--- config.mk ---
export PLATFORM = sky130hd
export DESIGN_NAME = program_loader
export DESIGN_NICKNAME = d
export VERILOG_FILES = /design/src/rtl/program_loader.sv
export SDC_FILE = /design/constraint.sdc
export NUM_CORES = 1
export LEC_CHECK = 0
export ABC_AREA = 1
export BUFFER_PORTS_ARGS = -buffer_cell sky130_fd_sc_hd__buf_2
export CORE_ASPECT_RATIO = 1.4
export CORE_MARGIN = 5
export CORE_UTILIZATION = 45
export CTS_CLUSTER_DIAMETER = 200
export DETAILED_ROUTE_END_ITERATION = 6
export PLACE_DENSITY_LB_ADDON = 0.1
export SLEW_MARGIN = 10
export SYNTH_ARGS = -nofsm -noshare
export SYNTH_HDL_FRONTEND = slang
export SYNTH_SLANG_ARGS = --single-unit
--- constraint.sdc ---
create_clock -name clk -period 2.3 [get_ports clk]
set_input_delay 0.575 -clock clk [delete_from_list [all_inputs] [get_ports clk]]
set_output_delay 0.575 -clock clk [all_outputs]
set_load 0.01 [all_outputs]
--- src/rtl/program_loader.sv ---
// program_loader
// Receives a byte stream (2-byte big-endian word count, then that many
// big-endian 32-bit words), writes each word into instruction memory at
// consecutive word addresses, and holds the CPU in reset until the whole
// image has been written. An oversized header parks the block in ERROR.

module program_loader #(
    parameter logic [31:0] BASE_ADDR = 32'h0000_0000,
    parameter logic [15:0] MAX_WORDS = 16'd1024
) (
    input  logic        clk,
    input  logic        reset,
    input  logic [7:0]  byte_in,
    input  logic        byte_valid,
    output logic        byte_ready,
    output logic [31:0] mem_addr,
    output logic [31:0] mem_data,
    output logic        mem_write_en,
    output logic        cpu_reset,
    output logic        done,
    output logic        error,
    output logic [15:0] word_count
);

    typedef enum logic [2:0] {
        LEN_HI,
        LEN_LO,
        DATA,
        WRITE,
        DONE,
        ERROR
    } state_t;

    state_t      state;
    state_t      state_next;

    logic [7:0]  count_hi;
    logic [1:0]  byte_idx;
    logic [15:0] word_idx;
    logic [23:0] word_buf;

    logic        transfer;
    logic [15:0] header_count;
    logic [15:0] word_idx_inc;

    // Next-state and output decode; every output depends only on the
    // registered state, except that the write strobe is suppressed while
    // reset is asserted so an aborted WRITE never reaches the memory.
    always_comb begin
        byte_ready   = (state == LEN_HI) || (state == LEN_LO) || (state == DATA);
        transfer     = byte_ready && byte_valid;
        header_count = {count_hi, byte_in};
        word_idx_inc = word_idx + 16'd1;
        state_next   = state;
        mem_write_en = (state == WRITE) && !reset;
        done         = (state == DONE);
        error        = (state == ERROR);
        cpu_reset    = (state != DONE);

        case (state)
            LEN_HI: begin
                if (transfer) begin
                    state_next = LEN_LO;
                end
            end
            LEN_LO: begin
                if (transfer) begin
                    if (header_count == 16'd0) begin
                        state_next = DONE;
                    end else if (header_count > MAX_WORDS) begin
                        state_next = ERROR;
                    end else begin
                        state_next = DATA;
                    end
                end
            end
            DATA: begin
                if (transfer && (byte_idx == 2'd3)) begin
                    state_next = WRITE;
                end
            end
            WRITE: begin
                if (word_idx_inc == word_count) begin
                    state_next = DONE;
                end else begin
                    state_next = DATA;
                end
            end
            DONE:    state_next = DONE;
            ERROR:   state_next = ERROR;
            default: state_next = LEN_HI;
        endcase
    end

    // State register; reset always wins over a simultaneous byte transfer.
    always_ff @(posedge clk) begin
        if (reset) begin
            state <= LEN_HI;
        end else begin
            state <= state_next;
        end
    end

    // Datapath: header capture, word assembly, and the write address/data
    // registers, which are loaded on the last byte of a word so they are
    // valid throughout WRITE and simply hold afterwards.
    always_ff @(posedge clk) begin
        if (reset) begin
            count_hi   <= 8'd0;
            word_count <= 16'd0;
            byte_idx   <= 2'd0;
            word_idx   <= 16'd0;
            word_buf   <= 24'd0;
            mem_addr   <= 32'd0;
            mem_data   <= 32'd0;
        end else begin
            case (state)
                LEN_HI: begin
                    if (transfer) begin
                        count_hi <= byte_in;
                    end
                end
                LEN_LO: begin
                    if (transfer) begin
                        word_count <= header_count;
                        byte_idx   <= 2'd0;
                        word_idx   <= 16'd0;
                    end
                end
                DATA: begin
                    if (transfer) begin
                        word_buf <= {word_buf[15:0], byte_in};
                        byte_idx <= byte_idx + 2'd1;
                        if (byte_idx == 2'd3) begin
                            mem_data <= {word_buf, byte_in};
                            mem_addr <= BASE_ADDR + {14'd0, word_idx, 2'b00};
                        end
                    end
                end
                WRITE: begin
                    word_idx <= word_idx_inc;
                end
                default: begin
                end
            endcase
        end
    end

endmodule

### Word level (Yosys, flattened, before mapping)

Index checks and enable logic that the tools add are counted.

| word-level totals | value |
|---|---|
| flip-flop bits (word level) | 117 |
| output and inout port bits | 85 |
| logic and storage cells | 52 |

| cells by class | value |
|---|---|
| add/sub/neg operators | 2 |
| $lt $le $gt $ge | 1 |
| eq/ne operators | 12 |
| mux-type cells | 12 |
| reductions and logical operators | 17 |

Operator list:

| operator | count |
|---|---|
| $pmux W16 S2 | 1 |
| $mux W3 | 6 |
| $pmux W3 S6 | 1 |
| $add A16 B1 Y16 const B | 1 |
| $eq A16 B16 Y1 | 1 |
| $gt A16 B11 Y1 const B | 1 |
| $logic_not A16 Y1 | 1 |
| $mux W16 | 1 |
| $reduce_and A3 Y1 | 3 |
| $reduce_and A2 Y1 | 4 |
| $eq A3 B2 Y1 const B | 2 |
| $eq A3 B3 Y1 const B | 2 |
| $ne A2 B2 Y1 const B | 3 |
| $mux W2 | 2 |
| $pmux W2 S2 | 1 |
| $reduce_bool A2 Y1 | 2 |
| $eq A3 B1 Y1 const B | 1 |
| $logic_and A1 B1 Y1 | 3 |
| $logic_not A3 Y1 | 1 |
| $ne A3 B3 Y1 const B | 1 |
| $add A2 B1 Y2 const B | 1 |
| $eq A2 B2 Y1 const B | 1 |
| $logic_or A1 B1 Y1 | 2 |
| $ne A2 B1 Y1 const B | 1 |
| $logic_not A1 Y1 | 1 |

### Logic depth before layout (Yosys ltp)

| depth | value |
|---|---|
| word-level depth | 7 |
| mapped depth | 16 |
| gate-level depth less buffers | 16 |

### Worst setup path before layout

OpenSTA, ideal clock, no wires.

| path | value |
|---|---|
| path kind | reg2reg |
| start point | register word_idx[1] |
| end point | register state[1] |
| library setup time | 0.132 ns |
| data arrival time | 1.562 ns |
| required time | 2.168 ns |
| setup slack | 0.606 ns |
| cell stages (with the launch flop) | 16 |
| buffers on the path | 0 |
| clock period less this slack | 1.694 ns |
| cell sequence | dfxtp_1 > ha_1 > nand2_2 > nor2_4 > nand2_1 > nand2_1 > and2_1 > nor2_1 > nor2_1 > nand2_1 > nor2_1 > nand3_1 > nand2_1 > nand2_1 > nand2_1 > a21oi_1 |

| on the way | value |
|---|---|
| word-level cells in the longest chain between the ends | 4 |

Ends and longest elaborated chain:

| element | line | source |
|---|---|---|
| from (decl) | 39 | `logic [15:0] word_idx;` |
| from (signal assigned) | 141 | `word_idx <= word_idx_inc;` |
| $add A16 B1 Y16 | 53 | `word_idx_inc = word_idx + 16'd1;` |
| $eq A16 B16 Y1 | 83 | `if (word_idx_inc == word_count) begin` |
| $mux W3 | 83 |  |
| $pmux W3 S6 | 60 | `case (state)` |
| to (signal assigned) | 100 | `state <= state_next;` |
| to (decl) | 34 | `state_t state;` |

No other way between the ends.
A chain may end at the register's enable or synchronous reset.

### Worst setup path after layout

| path | value |
|---|---|
| start point | register state[1] |
| end point | output mem_write_en |

| on the way | value |
|---|---|
| word-level cells in the longest chain between the ends | 2 |

Ends and longest elaborated chain:

| element | line | source |
|---|---|---|
| $eq A3 B2 Y1 | 55 | `mem_write_en = (state == WRITE) && !reset;` |
| $logic_and A1 B1 Y1 | 55 |  |
| to (decl) | 18 | `output logic mem_write_en,` |

No other way between the ends.

==> results by stage <==
Status:
- The run finished with clean final reports.

Logic synthesis:
- The synthesized netlist occupies a cell area of 0.005085 sq mm.
- Sequential elements use 46.06% of the synthesized area.
- The average cell area after synthesis is 6.985 sq um.
- The count of unique library cells instantiated by Yosys is 27.
- Synthesis inferred 117 register bits.
- The total of warnings raised by yosys is 0.
- The cell count after synthesis came out at 728.

STA:
- The normalized max-slew margin is 43.11%.
- The final hold slack is 0.3859 ns.
- Timing would allow up to 0.4738 GHz.
- The maximum clock skew at final layout is 0.009621 ns.
- Setup repair after global routing left no endpoint under its margin.
- Adding up every negative setup slack in the final design gives 0 ns.
- The final hold violation count was 0.
- The transition time of the tightest slew-check pin is 0.8533 ns.
- The share of the clock period used by the worst path after layout is 91.77%.
- Once routing completed, OpenROAD measured the worst setup slack at 0.1894 ns.
- Setup violations remaining at the end of the flow were counted as 0.
- The number of max-slew violations in the final report is 0.
- The final critical path time including I/O delays and setup is 2.111 ns.

Min path:
- The tightest min-delay check is of the input pin to flip-flop type.

Clock tree:
- Once the clock tree was built, the setup fixing pass inserted 0 buffers.
- CTS built an H-tree with a depth of 4.
- The longest clock path from root to sink contains 2 buffers.
- The number of CTS-inserted buffers is 17.
- TritonCTS built the clock tree.
- The number of clock sinks is 117.
- The library cell used as clock root buffer is sky130_fd_sc_hd__clkbuf_16.
- The clock latency on the worst-skew pair is 0.41 ns.
- The clock transition at the registers of the reported paths is 0.05 ns.

Critical path:
- For this run, the slowest stage of the critical path takes 0.39 ns.
- Traced cell by cell, the critical path runs through inv_1, nor2_1, nand2_1, buf_4, nor2_1, buf_2.
- The maximum net fanout on the critical path is 4.
- The cell seen most often among critical-path stages is sky130_fd_sc_hd__nor2_1.
- For the worst setup path, the data required time is 1.73 ns.
- Data on the critical path arrives at its endpoint at 1.54 ns.
- The standard cell with the maximum stage delay on the critical path is sky130_fd_sc_hd__dfxtp_1.
- The worst setup path is launched from a flip-flop.
- The endpoint class of the critical path is a primary output.
- The critical path in this run is classified as flip-flop to primary output.

Placed design:
- The number of port buffers is 79.
- Routability-driven placement finished with a final weighted congestion of 0.8495.
- The number of placed instances with taps included is 930.
- The total placed instance area is 0.005579 sq mm.
- The post-placement worst setup slack is 0.2057 ns.
- The half-perimeter wire length after detailed placement is 10370 microns.

Power:
- The clock network is responsible for 48.4% of the overall power.
- The largest vdd supply drop is 592.4 uV.
- The power density normalized to cell area is 884.0 mW/mm^2.
- The cell-internal power is 4.058 mW.
- The sequential cell fraction of total power is 40.5%.
- Summed over all nets, the switching power comes to 1.404 mW.
- The leakage power total is 2.612 nW.
- The total power draw is 5.462 mW.
- The share of total power dissipated in combinational logic is 11.1%.
- The switching power as a share of total power is 25.71%.

Cells and area:
- The footprint of the multi-input gates is 0.002310 sq mm.
- Measured on the finished design, the core utilization comes to 55.05%.
- The count of cells in the finished layout, fillers not included, comes to 961.
- The leading cell type in the layout, fill and taps excluded is sky130_fd_sc_hd__nand2_1.
- The share of cells above drive strength 1 is 16.77%.
- The finished cells cover 0.006178 sq mm.
- Leaving out fill and tap cells, the most frequent cells in the layout are sky130_fd_sc_hd__nand2_1 (157), sky130_fd_sc_hd__dfxtp_1 (116), sky130_fd_sc_hd__a21oi_1 (113).
- The signed area change from the synthesized netlist to the final layout is 21.51%.
- The area used by sequential logic in the layout is 0.002344 sq mm.
- The number of filler cells placed in the layout is 1139.
- The final layout contains 818 nets.
- The count of antenna diodes in the layout is 0.

Global routing:
- The final global-route overflow total is 0.
- The most utilized layer in the global route result is met2.
- The total global-route track usage is 21.53%.
- The first global-routing pass estimated 22890 microns of wire.
- In the global route stage, met3 resource usage came out at 6.543%.
- The via count of the first global-routing pass is 4657.
- The met1 usage in global routing is 23.64%.
- The number of antenna violations at the first check in global routing is 0.
- The met2 track demand over resource in global routing is 39.05%.
- Entering global routing, the biggest net connects 82 pins.

Floorplan:
- The chip width is 99.84 microns.
- The initial utilization of the core area, before any placement, comes to 45.31%.
- The region available for standard cell placement spans 0.01122 sq mm.
- The die covers 0.01356 sq mm.
- 96 I/O pins were placed.
- The floorplan step set the die height to 135.8 microns.
- The row count is 46.

Detailed routing:
- The final route contains 4879 vias.
- The detail route stage leaves a number of antenna-violating nets equal to 0.
- The total detailed-routing wirelength is 14230 microns.
- Dividing the detail-routed wire length by the instance count gives 14.81 microns.
- Using the TritonRoute via totals, the vias-per-cell ratio works out to 5.077.
- The first routing iteration left 290 violations.
- The count of TritonRoute iterations in the first routing pass is 4.
- The post-detailed-route DRC marker count is 0.

Run:
- The max-capacitance violation count is 0.
[path summary, 6_finish.rpt]
check / start / to / slack (ns) / cells after the start
max: state[1] / mem_write_en / 0.19 / 6
min: reset / word_idx[0] / 0.39 / 2
max reg2reg: word_idx[0] / state[1] / 0.27 / 15
min reg2reg: word_buf[19] / word_buf[19] / 0.45 / 2
[Yosys cell counts]
| cell type | number | share of area [%] |
|---|---|---|
| sky130_fd_sc_hd__dfxtp_1 | 117 | 46 |
| sky130_fd_sc_hd__a211oi_1 | 1 | 0.15 |
| sky130_fd_sc_hd__nor2_1 | 97 | 7.2 |
| sky130_fd_sc_hd__nand4_1 | 7 | 0.86 |
| sky130_fd_sc_hd__xor2_1 | 1 | 0.17 |
| sky130_fd_sc_hd__xnor2_1 | 1 | 0.17 |
| sky130_fd_sc_hd__buf_4 | 16 | 2.4 |
| sky130_fd_sc_hd__nor4b_1 | 1 | 0.17 |
| sky130_fd_sc_hd__o21ai_0 | 37 | 3.6 |
| sky130_fd_sc_hd__nor2_4 | 3 | 0.66 |
| sky130_fd_sc_hd__nor4_1 | 1 | 0.12 |
| sky130_fd_sc_hd__a32o_1 | 1 | 0.20 |
| sky130_fd_sc_hd__and2_1 | 2 | 0.25 |
| sky130_fd_sc_hd__clkbuf_1 | 23 | 1.7 |
| sky130_fd_sc_hd__nor3_1 | 2 | 0.20 |
| sky130_fd_sc_hd__nand2_2 | 3 | 0.37 |
| sky130_fd_sc_hd__buf_1 | 1 | 0.074 |
| sky130_fd_sc_hd__nand3_1 | 62 | 6.1 |
| sky130_fd_sc_hd__conb_1 | 1 | 0.074 |
| sky130_fd_sc_hd__ha_1 | 2 | 0.49 |
| sky130_fd_sc_hd__a21oi_1 | 113 | 11 |
| sky130_fd_sc_hd__nor2_2 | 2 | 0.25 |
| sky130_fd_sc_hd__or2_2 | 2 | 0.25 |
| sky130_fd_sc_hd__inv_1 | 63 | 4.7 |
| sky130_fd_sc_hd__o21ai_1 | 1 | 0.098 |
| sky130_fd_sc_hd__nand2_1 | 158 | 12 |
| sky130_fd_sc_hd__buf_2 | 10 | 0.98 |
[routing by layer]
metal | up-vias | wire [microns]
met4 | 0 | 302
met5 | - | 0
li1 | 2474 | -
met2 | 117 | 7549
met1 | 2266 | 5765
met3 | 22 | 616
[flip-flops by register name, summed over array words and instances, names as in the netlist]
name / count
word_count: 16
count_hi: 8
mem_data: 32
state: 3
word_idx: 16
mem_addr: 16
byte_idx: 2
word_buf: 24
[area by class of cell]
cell class | instances | area share, %
multi-input cells | 513 | 37.38
clock buffers | 23 | 8.060
clock inverters | 8 | 1.580
repair buffers | 93 | 8.303
inverters | 63 | 3.827
well taps | 144 | 2.916
flip-flops and latches | 117 | 37.93
[worst max-delay path, delay by kind of cell (launching register included)]
| kind | cells | cell delay [ns] |
|---|---|---|
| buffers and inverters | 3 | 0.41 |
| DFF | 1 | 0.39 |
| and+or+nand+nor | 3 | 0.31 |
[power by group through the flow]
stage	combinational (mW)	clock (mW)	sequential, mW
3_5_place_dp	0.607	0	2.25
5_1_grt	0.683	2.80	2.22
6_report	0.606	2.64	2.21
3_3_place_gp	0.600	0	2.25
2_1_floorplan	0.410	0	2.25
4_1_cts	0.611	2.67	2.21
[cells by family after synthesis]
kind of cell | Yosys count | synth area share [%]
xor+xnor | 2 | 0.3446
simple gates | 340 | 28.05
fa+ha+maj | 2 | 0.4920
flops | 117 | 46.06
compound gates | 153 | 15.21
buf+inv | 113 | 9.769
other cells | 1 | 0.07375
[what timing repair did]
item | 4_1_cts | 5_1_grt
hold buffers | 0 | 0
resized for setup | 0 | 2
setup endpoints to repair | 0 | 1
endpoints found under the hold margin | 0 | 0
No activity file was read; power rests on OpenSTA's default activity.
